===== src/rtl/freelist_mw.sv =====
// Multi-lane physical register free list: circular buffer with wrap-bit pointers and head checkpoints.
// Optional FREELIST_PERF_EN adds stall counter and minimum-free watermark outputs.
module freelist_mw #(
    parameter int PHYS_REGS = 64,
    parameter int ARCH_REGS = 32,
    parameter int ALLOC_W   = 2,
    parameter int FREE_W    = 2,
    parameter int NUM_CKPT  = 4,
    localparam int PHYS_W   = $clog2(PHYS_REGS),
    localparam int PTR_W    = PHYS_W + 1,
    localparam int CKPT_W   = $clog2(NUM_CKPT)
) (
    input  logic                      clk,
    input  logic                      rst,
    input  logic [ALLOC_W-1:0]        alloc_valid,
    output logic                      alloc_ready,
    output logic [ALLOC_W*PHYS_W-1:0] alloc_pd,
    input  logic [FREE_W-1:0]         free_valid,
    input  logic [FREE_W*PHYS_W-1:0]  free_pd,
    input  logic                      ckpt_take,
    input  logic [CKPT_W-1:0]         ckpt_id,
    input  logic                      restore_valid,
    input  logic [CKPT_W-1:0]         restore_id,
    output logic [PTR_W-1:0]          free_count,
    output logic                      err_overflow
`ifdef FREELIST_PERF_EN
    ,
    output logic [31:0]               perf_stall_cnt,
    output logic [PTR_W-1:0]          perf_min_free
`endif
);

    localparam logic [PTR_W-1:0] RESET_TAIL = PTR_W'(PHYS_REGS - ARCH_REGS);
    localparam logic [PTR_W:0]   CAPACITY   = (PTR_W+1)'(PHYS_REGS);

    logic [PHYS_W-1:0] list_q [PHYS_REGS];
    logic [PTR_W-1:0]  ckpt_q [NUM_CKPT];
    logic [PTR_W-1:0]  head_q, head_d;
    logic [PTR_W-1:0]  tail_q, tail_d;
    logic              ovf_q, ovf_d;

    logic [PTR_W-1:0]  alloc_cnt;
    logic [PTR_W-1:0]  head_alloc;
    logic              do_alloc;

    logic [PTR_W-1:0]                free_acc;
    logic [FREE_W-1:0]               wr_en;
    logic [FREE_W-1:0][PHYS_W-1:0]   wr_idx;
    logic [FREE_W-1:0][PHYS_W-1:0]   wr_pd;
    logic                            drop;

    always_comb begin
        alloc_cnt = '0;
        for (int unsigned i = 0; i < ALLOC_W; i++) begin
            alloc_cnt = alloc_cnt + PTR_W'(alloc_valid[i]);
        end
        free_count  = tail_q - head_q;
        alloc_ready = (free_count >= alloc_cnt) && !restore_valid;
        do_alloc    = alloc_ready && (alloc_valid != '0);
        head_alloc  = do_alloc ? (head_q + alloc_cnt) : head_q;
        alloc_pd    = '0;
        for (int unsigned i = 0; i < ALLOC_W; i++) begin
            alloc_pd[i*PHYS_W +: PHYS_W] = list_q[head_q[PHYS_W-1:0] + PHYS_W'(i)];
        end
    end

    // Frees are compacted in ascending lane order; once the list is full the
    // remaining (higher) lanes are dropped, so the lowest lanes always win.
    always_comb begin
        free_acc = '0;
        wr_en    = '0;
        wr_idx   = '0;
        wr_pd    = '0;
        drop     = 1'b0;
        for (int unsigned i = 0; i < FREE_W; i++) begin
            if (free_valid[i]) begin
                if (({1'b0, free_count} + {1'b0, free_acc}) < CAPACITY) begin
                    wr_en[i]  = 1'b1;
                    wr_idx[i] = tail_q[PHYS_W-1:0] + free_acc[PHYS_W-1:0];
                    wr_pd[i]  = free_pd[i*PHYS_W +: PHYS_W];
                    free_acc  = free_acc + 1'b1;
                end else begin
                    drop = 1'b1;
                end
            end
        end
        tail_d = tail_q + free_acc;
        head_d = restore_valid ? ckpt_q[restore_id] : head_alloc;
        ovf_d  = ovf_q | drop;
    end

    always_ff @(posedge clk) begin
        if (rst) begin
            for (int unsigned i = 0; i < PHYS_REGS; i++) begin
                list_q[i] <= PHYS_W'(ARCH_REGS + i);
            end
            for (int unsigned i = 0; i < NUM_CKPT; i++) begin
                ckpt_q[i] <= '0;
            end
            head_q <= '0;
            tail_q <= RESET_TAIL;
            ovf_q  <= 1'b0;
        end else begin
            for (int unsigned i = 0; i < FREE_W; i++) begin
                if (wr_en[i]) begin
                    list_q[wr_idx[i]] <= wr_pd[i];
                end
            end
            if (ckpt_take && !restore_valid) begin
                ckpt_q[ckpt_id] <= head_alloc;
            end
            head_q <= head_d;
            tail_q <= tail_d;
            ovf_q  <= ovf_d;
        end
    end

    assign err_overflow = ovf_q;

`ifdef FREELIST_PERF_EN
    logic [31:0]      stall_q, stall_d;
    logic [PTR_W-1:0] min_q, min_d;
    logic [PTR_W-1:0] count_next;

    always_comb begin
        stall_d = stall_q;
        if ((alloc_valid != '0) && !alloc_ready && (stall_q != '1)) begin
            stall_d = stall_q + 32'd1;
        end
        count_next = tail_d - head_d;
        min_d      = (count_next < min_q) ? count_next : min_q;
    end

    always_ff @(posedge clk) begin
        if (rst) begin
            stall_q <= '0;
            min_q   <= RESET_TAIL;
        end else begin
            stall_q <= stall_d;
            min_q   <= min_d;
        end
    end

    assign perf_stall_cnt = stall_q;
    assign perf_min_free  = min_q;
`endif

endmodule


===== config.mk =====
export PLATFORM = sky130hd
export DESIGN_NAME = freelist_mw
export DESIGN_NICKNAME = d
export VERILOG_FILES = /design/src/rtl/freelist_mw.sv
export SDC_FILE = /design/constraint.sdc
export NUM_CORES = 1
export LEC_CHECK = 0
export CORE_MARGIN = 1.5
export CORE_UTILIZATION = 55
export CTS_CLUSTER_DIAMETER = 50
export DETAILED_ROUTE_END_ITERATION = 12
export PLACE_DENSITY = 0.71
export SLEW_MARGIN = 20
export SYNTH_ARGS = -nofsm -noshare
export SYNTH_HDL_FRONTEND = slang
export SYNTH_SLANG_ARGS = --single-unit

===== constraint.sdc =====
create_clock -name clk -period 9.9 [get_ports clk]
set_input_delay 1.98 -clock clk [delete_from_list [all_inputs] [get_ports clk]]
set_output_delay 1.98 -clock clk [all_outputs]
set_load 0.02 [all_outputs]

==> qor.tcl <==
set qor(sequentialPowerShare) 0.396
set qor(filler_cell_count_in_the_final_layout) 4110
set qor(gp_congestion) 1.038
set qor(switchingPower_w) 0.001671
set qor(postSynthCellCount) 2370
set qor(wl_per_cell_um) 34.69
set qor(cts_inserted_buffers) 52
set qor(cts-root-to-sink-buffers) 3
set qor(power.total_w) 0.005264
set qor(drt_wl_total_um) 104600
set qor(timing.setup.critical_path_class) {reg2out}
set qor(worst_setup_end_kind) {output pin}
set qor(timing.critical_path.from_type) {register}
set qor(critical_path_peak_fanout) 57
set qor(area.sequential_sq_um) 12680
set qor(synth.yosys.warnings) 0
set qor(layout.nets) 2333
set qor(cts_setup_buffers) 0
set qor(final-instance-count-excl-fill) 3016
set qor(power.ir.vdd_worst_mv) 0.1281
set qor(flow.area_growth_from_synthesis_pct) 8.533
set qor(netlist_area_sq_um) 29140
set qor(detail-route-antenna-nets) 0
set qor(syn-mean-instance-area_sq_um) 12.29
set qor(multi_input_comb_area_sq_um) 15460
set qor(synth-edff-count) 412
set qor(share_clk_of_total_power) 0.369
set qor(layout_worst_path_cycle_share) 0.7656
set qor(cell_count_after_placement) 2922
set qor(power_report.internal_total_w) 0.003593
set qor(die_area_sq_um) 54370
set qor(io_buffers) 44
set qor(start_util) 0.5556
set qor(setup_violations) 0
set qor(firstDrtPassIters) 6
set qor(max-cap-violations) 0
set qor(first_global_vias) 21330
set qor(core_area_sq_um) 52450
set qor(power.share.switching) 0.3174
set qor(cts.reportedPaths.clkPinSlew_ns) 0.06
set qor(die_h_um) 233.2
set qor(predominant_post_synthesis_flop_cell) {sky130_fd_sc_hd__edfxtp_1}
set qor(power_frac_comb) 0.235
set qor(layout_commonest_cell) {sky130_fd_sc_hd__edfxtp_1}
set qor(worst-path-buf-inv) 3
set qor(global_route_wire_length_before_repair_um) 149600
set qor(syn_nets) 2415
set qor(die-width_um) 233.2
set qor(worst_hold_path_type) {reg2reg}
set qor(cts.sinks) 427
set qor(cts-root-buf) {sky130_fd_sc_hd__clkbuf_16}
set qor(grt_start_max_net_pins) 68
set qor(worst_slew_pin_tran_ns) 1.253
set qor(cpPeakStageDelay_ns) 0.94
set qor(relSlewSlack) 0.1647
set qor(worstPathRequired_ns) 7.92
set qor(dp_hpwl_um) 70250
set qor(fraction_of_layout_cells_with_a_size_suffix_above_1) 0.2081
set qor(synth_sequential_area_ratio) 0.4349
set qor(insertion_delay_ns) 0.63
set qor(post_drt_via_cell_ratio) 7.420
set qor(boundary_pins) 45
set qor(status) {complete, no violations}
set qor(antenna_found_initial) 3
set qor(number_of_placement_rows) 84
set qor(cts-hold-fix-buffers) 0
set qor(grt_setup_unrepaired) {false}
set qor(areal_power_density_over_the_cells_nw_per_um2) 166.5
set qor(yosys_register_bits) 427
set qor(detail_route.drc_violations) 0
set qor(achievable-frequency_mhz) 131.9
set qor(layout_common_cells) {sky130_fd_sc_hd__edfxtp_1, sky130_fd_sc_hd__mux2i_1, sky130_fd_sc_hd__nand2_1, sky130_fd_sc_hd__mux4_2, sky130_fd_sc_hd__nor2_1}
set qor(drt-initial-drc-count) 3843
set qor(crit_arrival_ns) 5.60
set qor(routed-via-count) 22380
set qor(worst_skew_ns) 0.01841
set qor(power_leakage_nw) 10.89
set qor(worst_path_dominant_cell_family) {buffers and inverters}
set qor(totalNegativeSetupSlack_ns) 0
set qor(report.final.hold_viol_count) 0
set qor(grt_overflow) 0
set qor(dpl_cell_area_sq_um) 29910
set qor(postCtsResizedCells) 0
set qor(grtUsageTotal) 0.3886
set qor(slowest_stage) {sky130_fd_sc_hd__dfxtp_4}
set qor(critical_path.cell_chain) {buf_4 > buf_4 > mux4_2 > mux4_2 > a22oi_1 > nand2_1 > clkdlybuf4s50_1}
set qor(synth.lib_cells_used.distinct) 77
set qor(cts.htree.levels) 2
set qor(ys_async_sr_fraction) 0
set qor(finalInstanceArea_sq_um) 31620
set qor(tritoncts) {yes}
set qor(slew_violations) 0
set qor(finalWorstPathRequiredPeriod_ns) 7.579
==> stage by stage <==
step / hold WS, ns / worst slack [ns] / util
3_3_place_gp: 0.4692 / 2.889 / 0.5702
6_report: 0.4996 / 2.321 / 0.6030
4_1_cts: 0.5035 / 2.515 / 0.6028
2_1_floorplan: 0.5358 / 4.209 / -
5_1_grt: 0.5253 / 2.178 / 0.6029
3_5_place_dp: 0.4898 / 2.653 / 0.5704
==> layer usage <==
metal | vias to the layer above | GRT usage | share of wire
li1 | 8926 | - | -
met1 | 11030 | 0.5109 | 0.34
met2 | 1977 | 0.5715 | 0.43
met3 | 440 | 0.1245 | 0.16
met4 | 4 | 0.2139 | 0.068
met5 | - | 0 | 0.00032
==> registers in the layout, indices dropped and copies added, names as in the netlist <==
| register | count |
|---|---|
| tail_q | 7 |
| list_q | 384 |
| err_overflow | 1 |
| head_q | 7 |
| ckpt_q | 28 |
==> cell usage after synthesis (24+ instances only) <==
cell type | instances | share of area
sky130_fd_sc_hd__nand3_1 | 67 | 0.012
sky130_fd_sc_hd__mux2i_1 | 393 | 0.14
sky130_fd_sc_hd__nor3_1 | 38 | 0.0065
sky130_fd_sc_hd__a21oi_1 | 55 | 0.0094
sky130_fd_sc_hd__edfxtp_1 | 412 | 0.42
sky130_fd_sc_hd__a22oi_1 | 27 | 0.0070
sky130_fd_sc_hd__nand2_1 | 302 | 0.039
sky130_fd_sc_hd__clkbuf_1 | 123 | 0.016
sky130_fd_sc_hd__nor2_1 | 245 | 0.032
sky130_fd_sc_hd__mux4_2 | 247 | 0.19
sky130_fd_sc_hd__buf_2 | 72 | 0.012
sky130_fd_sc_hd__buf_1 | 24 | 0.0031
==> power by group through the flow <==
| stage | combinational (W) | clock, W | sequential (W) |
|---|---|---|---|
| global placement | 0.00117 | 0 | 0.00212 |
| finish | 0.00124 | 0.00194 | 0.00208 |
| detailed placement | 0.00118 | 0 | 0.00212 |
| CTS | 0.00118 | 0.00193 | 0.00208 |
| floorplan | 0.000774 | 0 | 0.00208 |
| global route | 0.00125 | 0.00200 | 0.00209 |
==> worst register-to-register path, stage by stage (launching register included) <==
cell and delay, ns:
sky130_fd_sc_hd__dfxtp_4 0.94, sky130_fd_sc_hd__ha_1 0.31, sky130_fd_sc_hd__inv_1 0.05, sky130_fd_sc_hd__fa_1 0.43, sky130_fd_sc_hd__a211oi_4 0.37, sky130_fd_sc_hd__or4b_2 0.23
sky130_fd_sc_hd__nand4_2 0.57, sky130_fd_sc_hd__inv_1 0.65, sky130_fd_sc_hd__ha_1 0.33, sky130_fd_sc_hd__ha_1 0.52, sky130_fd_sc_hd__xnor2_1 0.27, sky130_fd_sc_hd__nand2_1 0.19
sky130_fd_sc_hd__nor2_1 0.85, sky130_fd_sc_hd__nand3b_1 0.64, sky130_fd_sc_hd__nand2_1 0.46
==> logic make-up after synthesis <==
family                     share of synthesized area
muxes                                         0.3310
DFF                                           0.4349
buffers and inverters                        0.03787
and+or+nand+nor                               0.1427
adders and majority gates                   0.009791
xor gates and xnor gates                    0.006570
AOI/OAI and AO/OA                            0.03723
==> area by class of cell <==
type	instances	area share
Multi-Input combinational cell	1686	0.4890
Sequential cell	427	0.4010
Clock buffer	60	0.04277
Tap cell	688	0.02722
Timing Repair Buffer	94	0.02572
Clock inverter	32	0.01096
Inverter	27	0.003205
Antenna cell	2	0.0001583
==> worst paths after layout <==
| check | start | end | slack (ns) | cells after the start |
|---|---|---|---|---|
| setup / recovery | head_q[0]$_SDFF_PP0_ | alloc_pd[6] | 2.32 | 7 |
| hold reg to reg | err_overflow$_SDFF_PP0_ | err_overflow$_SDFF_PP0_ | 0.50 | 1 |
| setup reg to reg | head_q[0]$_SDFF_PP0_ | list_q[51][5]$_DFFE_PP_ | 2.78 | 14 |
| hold / removal | err_overflow$_SDFF_PP0_ | err_overflow$_SDFF_PP0_ | 0.50 | 1 |
Power figures use the tool's default switching activity.
